<file path="src/rtl/mem_port_arbiter.sv">
// Two-port memory arbiter: shares one memory port between an instruction port
// and a data port. Data normally has priority, and a starvation counter
// guarantees the instruction port a slot after STARVE_LIM back-to-back data
// grants. Only one memory transaction is outstanding at a time.
module mem_port_arbiter #(
  parameter int ADDR_W     = 32,
  parameter int DATA_W     = 32,
  parameter int STARVE_LIM = 4
) (
  input  logic                clk_i,
  input  logic                rst_i,
  // instruction port
  input  logic                instr_req_i,
  input  logic                instr_we_i,
  input  logic [ADDR_W-1:0]   instr_addr_i,
  input  logic [DATA_W-1:0]   instr_wdata_i,
  input  logic [DATA_W/8-1:0] instr_strb_i,
  output logic                instr_gnt_o,
  output logic                instr_rvalid_o,
  output logic [DATA_W-1:0]   instr_rdata_o,
  // data port
  input  logic                data_req_i,
  input  logic                data_we_i,
  input  logic [ADDR_W-1:0]   data_addr_i,
  input  logic [DATA_W-1:0]   data_wdata_i,
  input  logic [DATA_W/8-1:0] data_strb_i,
  output logic                data_gnt_o,
  output logic                data_rvalid_o,
  output logic [DATA_W-1:0]   data_rdata_o,
  // memory side
  output logic                mem_req_o,
  output logic                mem_we_o,
  output logic [ADDR_W-1:0]   mem_addr_o,
  output logic [DATA_W-1:0]   mem_wdata_o,
  output logic [DATA_W/8-1:0] mem_strb_o,
  input  logic                mem_gnt_i,
  input  logic                mem_rvalid_i,
  input  logic [DATA_W-1:0]   mem_rdata_i,
  // sticky protocol error
  output logic                err_o
);

  localparam logic [3:0] LIM = 4'(STARVE_LIM);

  typedef enum logic {IDLE, WAIT_RESP} state_t;

  state_t     state;
  logic       locked;
  logic       lock_instr;
  logic       owner_instr;
  logic [3:0] starve_cnt;
  logic       err_q;

  logic       sel_instr;
  logic       req_pending;
  logic       grant;
  logic       resp;

  // Pick the port that owns the memory request this cycle; a pending
  // ungranted request keeps its owner so the memory sees stable fields.
  always_comb begin
    sel_instr = 1'b0;
    if (locked)
      sel_instr = lock_instr;
    else if (instr_req_i && (starve_cnt == LIM))
      sel_instr = 1'b1;
    else if (data_req_i)
      sel_instr = 1'b0;
    else if (instr_req_i)
      sel_instr = 1'b1;
  end

  // Handshake qualifiers; reset forces every strobe low immediately.
  always_comb begin
    req_pending = (state == IDLE) && !rst_i && (locked || instr_req_i || data_req_i);
    grant       = req_pending && mem_gnt_i;
    resp        = (state == WAIT_RESP) && !rst_i && mem_rvalid_i;
  end

  // Drive memory fields from the selected owner and route grant/response back.
  always_comb begin
    mem_req_o      = req_pending;
    mem_we_o       = sel_instr ? instr_we_i    : data_we_i;
    mem_addr_o     = sel_instr ? instr_addr_i  : data_addr_i;
    mem_wdata_o    = sel_instr ? instr_wdata_i : data_wdata_i;
    mem_strb_o     = sel_instr ? instr_strb_i  : data_strb_i;
    instr_gnt_o    = grant && sel_instr;
    data_gnt_o     = grant && !sel_instr;
    instr_rvalid_o = resp && owner_instr;
    data_rvalid_o  = resp && !owner_instr;
    instr_rdata_o  = (resp && owner_instr)  ? mem_rdata_i : '0;
    data_rdata_o   = (resp && !owner_instr) ? mem_rdata_i : '0;
    err_o          = err_q;
  end

  // Arbitration FSM with owner lock, starvation counter and sticky error flag.
  always_ff @(posedge clk_i or posedge rst_i) begin
    if (rst_i) begin
      state       <= IDLE;
      locked      <= 1'b0;
      lock_instr  <= 1'b0;
      owner_instr <= 1'b0;
      starve_cnt  <= 4'd0;
      err_q       <= 1'b0;
    end else begin
      if (((state == IDLE) && mem_rvalid_i) || (mem_gnt_i && !req_pending))
        err_q <= 1'b1;
      case (state)
        IDLE: begin
          if (grant) begin
            state       <= WAIT_RESP;
            owner_instr <= sel_instr;
            locked      <= 1'b0;
            if (sel_instr || !instr_req_i)
              starve_cnt <= 4'd0;
            else if (starve_cnt < LIM)
              starve_cnt <= starve_cnt + 4'd1;
          end else if (req_pending) begin
            locked     <= 1'b1;
            lock_instr <= sel_instr;
          end
        end
        WAIT_RESP: begin
          if (mem_rvalid_i)
            state <= IDLE;
        end
        default: state <= IDLE;
      endcase
    end
  end

endmodule

</file>
<file path="config.mk">
export PLATFORM = sky130hd
export DESIGN_NAME = mem_port_arbiter
export DESIGN_NICKNAME = d
export VERILOG_FILES = /design/src/rtl/mem_port_arbiter.sv
export SDC_FILE = /design/constraint.sdc
export NUM_CORES = 1
export LEC_CHECK = 0
export BUFFER_PORTS_ARGS = -buffer_cell sky130_fd_sc_hd__buf_2
export CAP_MARGIN = 15
export CORE_AREA = 5 5 119 121
export CTS_BUF_LIST = sky130_fd_sc_hd__clkbuf_4
export CTS_CLUSTER_DIAMETER = 150
export DETAILED_ROUTE_END_ITERATION = 10
export DIE_AREA = 0 0 124 126
export SLEW_MARGIN = 10
export SYNTH_ARGS = -nofsm -noshare
export SYNTH_HDL_FRONTEND = slang
export SYNTH_SLANG_ARGS = --single-unit
</file>
<file path="constraint.sdc">
create_clock -name clk_i -period 2.4 [get_ports clk_i]
set_input_delay 0.48 -clock clk_i [delete_from_list [all_inputs] [get_ports clk_i]]
set_output_delay 0.48 -clock clk_i [all_outputs]
set_load 0.05 [all_outputs]
</file>
==> metrics.md <==
| Metric | Value |
|---|---|
| Grt total ovfl | `0` |
| RSZ-0062 raised after global routing | `true` |
| Drt drc | `0` |
| FF+latch area | `225.2 um2` |
| Comb power frac | `87.2%` |
| Synth top area cells | `mux2_4, and2_1, mux2_2` |
| # IOs | `315` |
| Total core area | `12980 um2` |
| Initial core utilization | `14.85%` |
| CTS tree | `yes` |
| Outcome | `finished, violations left` |
| Syn Area/Cell | `9.738 um2` |
| Pre-Repair DR Iteration Count | `4` |
| CP arrival | `2.05 ns` |
| Overall routed net length | `10120 um` |
| Yosys reg bits | `9` |
| Worst slew pin tran | `0.4109 ns` |
| Fin nets | `701` |
| Largest net degree at the start of global routing | `34` |
| DP Worst Slack | `0.04984 ns` |
| Switching part of the total | `52.45%` |
| Slowest-stage cell, CP | `dfrtp_1` |
| Register area share after synthesis | `11.68%` |
| CP Max Fanout | `7` |
| CTS Buf Count | `3` |
| Seq pwr share | `7.9%` |
| Layout area overhead | `123.5%` |
| CP startpoint kind | `flop` |
| Clock skew | `0.005562 ns` |
| Rel. slew slack | `72.52%` |
| Area fraction of the dominant cell type after synthesis | `35.04%` |
| Fraction of layout cells with a size suffix above 1 | `79.89%` |
| First-pass GRT wire length | `14430 um` |
| HPWL after detailed placement | `8078 um` |
| Yosys warns | `0` |
| CTS clk-pin slew, worst paths | `0.06 ns` |
| P_int | `1.247 mW` |
| Final period util | `105.5%` |
| Crit. End Element | `output port` |
| Netlist cell types | `24` |
| # diodes | `0` |
| Fill cells | `1356` |
| Die H | `126 um` |
| Clock group share of total power | `4.9%` |
| Failing checks | `negative setup slack` |
| Die area | `15620 um2` |
| Accumulated negative setup slack | `-4.603 ns` |
| VDD IR-drop max | `260.0 uV` |
| Antenna Nets Post-Route | `0` |
| Hold Path Class | `input pin to asynchronous set/reset pin` |
| WL per Instance | `14.50 um` |
| Synth Flop Type | `dfrtp_1` |
| Syn Std Cell Area | `1928 um2` |
| Pwr/cell area | `608.5 nW/um2` |
| Fmax | `394.9 MHz` |
| Max-cap violations | `0` |
| Clock sink count | `9` |
| Vias in the first global route | `2923` |
| Final Max Tran Viols | `0` |
| Tot Pwr | `2.622 mW` |
| Clk root buf | `clkbuf_4` |
| Total number of H-tree levels | `1` |
| LEAKAGE | `2.500 nW` |
| Initial antenna violation count | `0` |
| Most used cell, CP | `buf_12` |
| Worst stage delay on the critical path | `0.34 ns` |
| NetSw | `1.375 mW` |
| Setup violations, final | `68` |
| Final worst slack | `-0.1321 ns` |
| Worst path cell trace | `inv_1 > ha_2 > and3b_2 > o21a_4 > buf_12 > buf_12 > mux2_4 > buf_8` |
| Via count | `2665` |
| All-Layer GR Usage | `11.27%` |
| Multi-input combinational cell area | `1627 um2` |
| GP Congestion | `0.8244` |
| Vias per inst | `3.818` |
| Clock Latency Late Sink | `0.26 ns` |
| Worst setup path class | `flop to output port` |
| Post-synth EDFFs | `0` |
| Final Core Density | `33.20%` |
| Worst path required time | `1.92 ns` |
| Fraction of registers with async set/reset | `100.0%` |
| Final Hold Viols | `0` |
| Synth area leader | `mux2_4` |
| Clock Tree Buf Depth | `2` |
| Synthesized instance count | `198` |
| Post-synthesis net count | `376` |
| DRT iter0 DRCs | `50` |
| Port Buffer Count | `314` |
| Row count | `42` |
| Die Wd | `124 um` |
| Post-layout min period | `2.532 ns` |
| Hold buffer count at cts | `0` |
==> worst max-delay path: cells and delay by family, from the launching register on <==
family                   cells  cell delay [ns]
adder cells (fa/ha/maj)      1             0.16
buffers and inverters        4             0.50
AO/OA/AOI/OAI                1             0.28
AND/OR/NAND/NOR              1             0.20
flip-flops                   1             0.34
multiplexers                 1             0.30
==> path summary, 6_finish.rpt <==
kind / from / to / slack [ns] / cells past startpoint
setup / recovery: starve_cnt[0] / mem_addr_o[23] / -0.13 / 8
hold / removal: rst_i / err_o / 0.23 / 2
setup reg to reg: starve_cnt[0] / starve_cnt[0] / 0.58 / 8
hold reg to reg: err_o / err_o / 0.48 / 1
max in group asynchronous: rst_i / starve_cnt[2] / 1.90 / 2
min in group clk_i: mem_rvalid_i / state / 0.45 / 2
==> kinds of logic after synthesis <==
| group | Yosys count | synth area share, % |
|---|---|---|
| buffers and inverters | 22 | 6.749 |
| adders and majority gates | 2 | 1.298 |
| DFF | 9 | 11.68 |
| muxes | 73 | 51.40 |
| AOI/OAI and AO/OA | 8 | 2.790 |
| and+or+nand+nor | 84 | 26.09 |
==> routing by layer <==
metal  vias up  wire (um)  global-route usage (%)
met5         -          0                       0
li1       1322          -                       -
met3         4       1084                   2.108
met2       151       5276                   22.24
met4         0         33                   1.160
met1      1188       3730                   12.66
==> layout make-up <==
cell class                 instances  area share [%]
tap                              176           5.110
timing repair buffer             334           50.52
sequential                         9           5.226
multi-input combinational        167           37.75
inverter                           8          0.6969
clock buffer                       4          0.6969
==> cell usage in the layout, fill, tap and decap left out, types with 5 or more instances in the layout <==
| cell type | synthesis | layout |
|---|---|---|
| buf_2 | 2 | 261 |
| and2_1 | 64 | 64 |
| mux2_4 | 45 | 51 |
| buf_6 | 6 | 48 |
| mux2_2 | 27 | 21 |
| dfrtp_1 | 9 | 9 |
| buf_8 | 0 | 9 |
| buf_4 | 0 | 9 |
| inv_1 | 8 | 8 |
| nor2_1 | 7 | 6 |
| buf_12 | 0 | 6 |
| clkbuf_4 | 0 | 5 |
==> sequential cells by signal, indices dropped and copies added (netlist names) <==
name         count
state            1
starve_cnt       4
owner_instr      1
err_o            1
lock_instr       1
locked           1
==> cell usage after synthesis, types with 2 or more instances <==
master,n
nor2_1,7
buf_2,2
nand2b_1,2
buf_6,6
mux2_2,27
and2_1,64
nand2_1,2
clkbuf_1,6
mux2_4,45
ha_1,2
nor3_1,4
nor2b_1,2
o22ai_1,2
inv_1,8
dfrtp_1,9
a21oi_1,2
==> through the flow <==
step | area [um2] | hold slack (ns) | std cells
after global placement | 3767 | 0.4709 | 686
final | 4309 | 0.2288 | 698
after floorplan | 1933 | 0.3079 | 198
after CTS | 4320 | 0.2252 | 698
after detailed placement | 3767 | 0.4576 | 686
after global routing | 4309 | 0.2598 | 698
==> timing repair <==
action,4_1_cts,5_1_grt
endpoints found under the setup margin,70,71
pin swaps,1,3
gates resized for setup,121,11
cloned,3,0
setup buffers,5,3
==> power by group through the flow <==
| stage | logic [mW] | clock network [mW] | registers, mW |
|---|---|---|---|
| after floorplan | 1.47 | 0 | 0.208 |
| after global placement | 1.92 | 0 | 0.210 |
| after detailed placement | 1.92 | 0 | 0.211 |
| after CTS | 2.31 | 0.132 | 0.209 |
| after global routing | 2.40 | 0.136 | 0.212 |
| final | 2.29 | 0.128 | 0.208 |
Power figures use the tool's default switching activity.
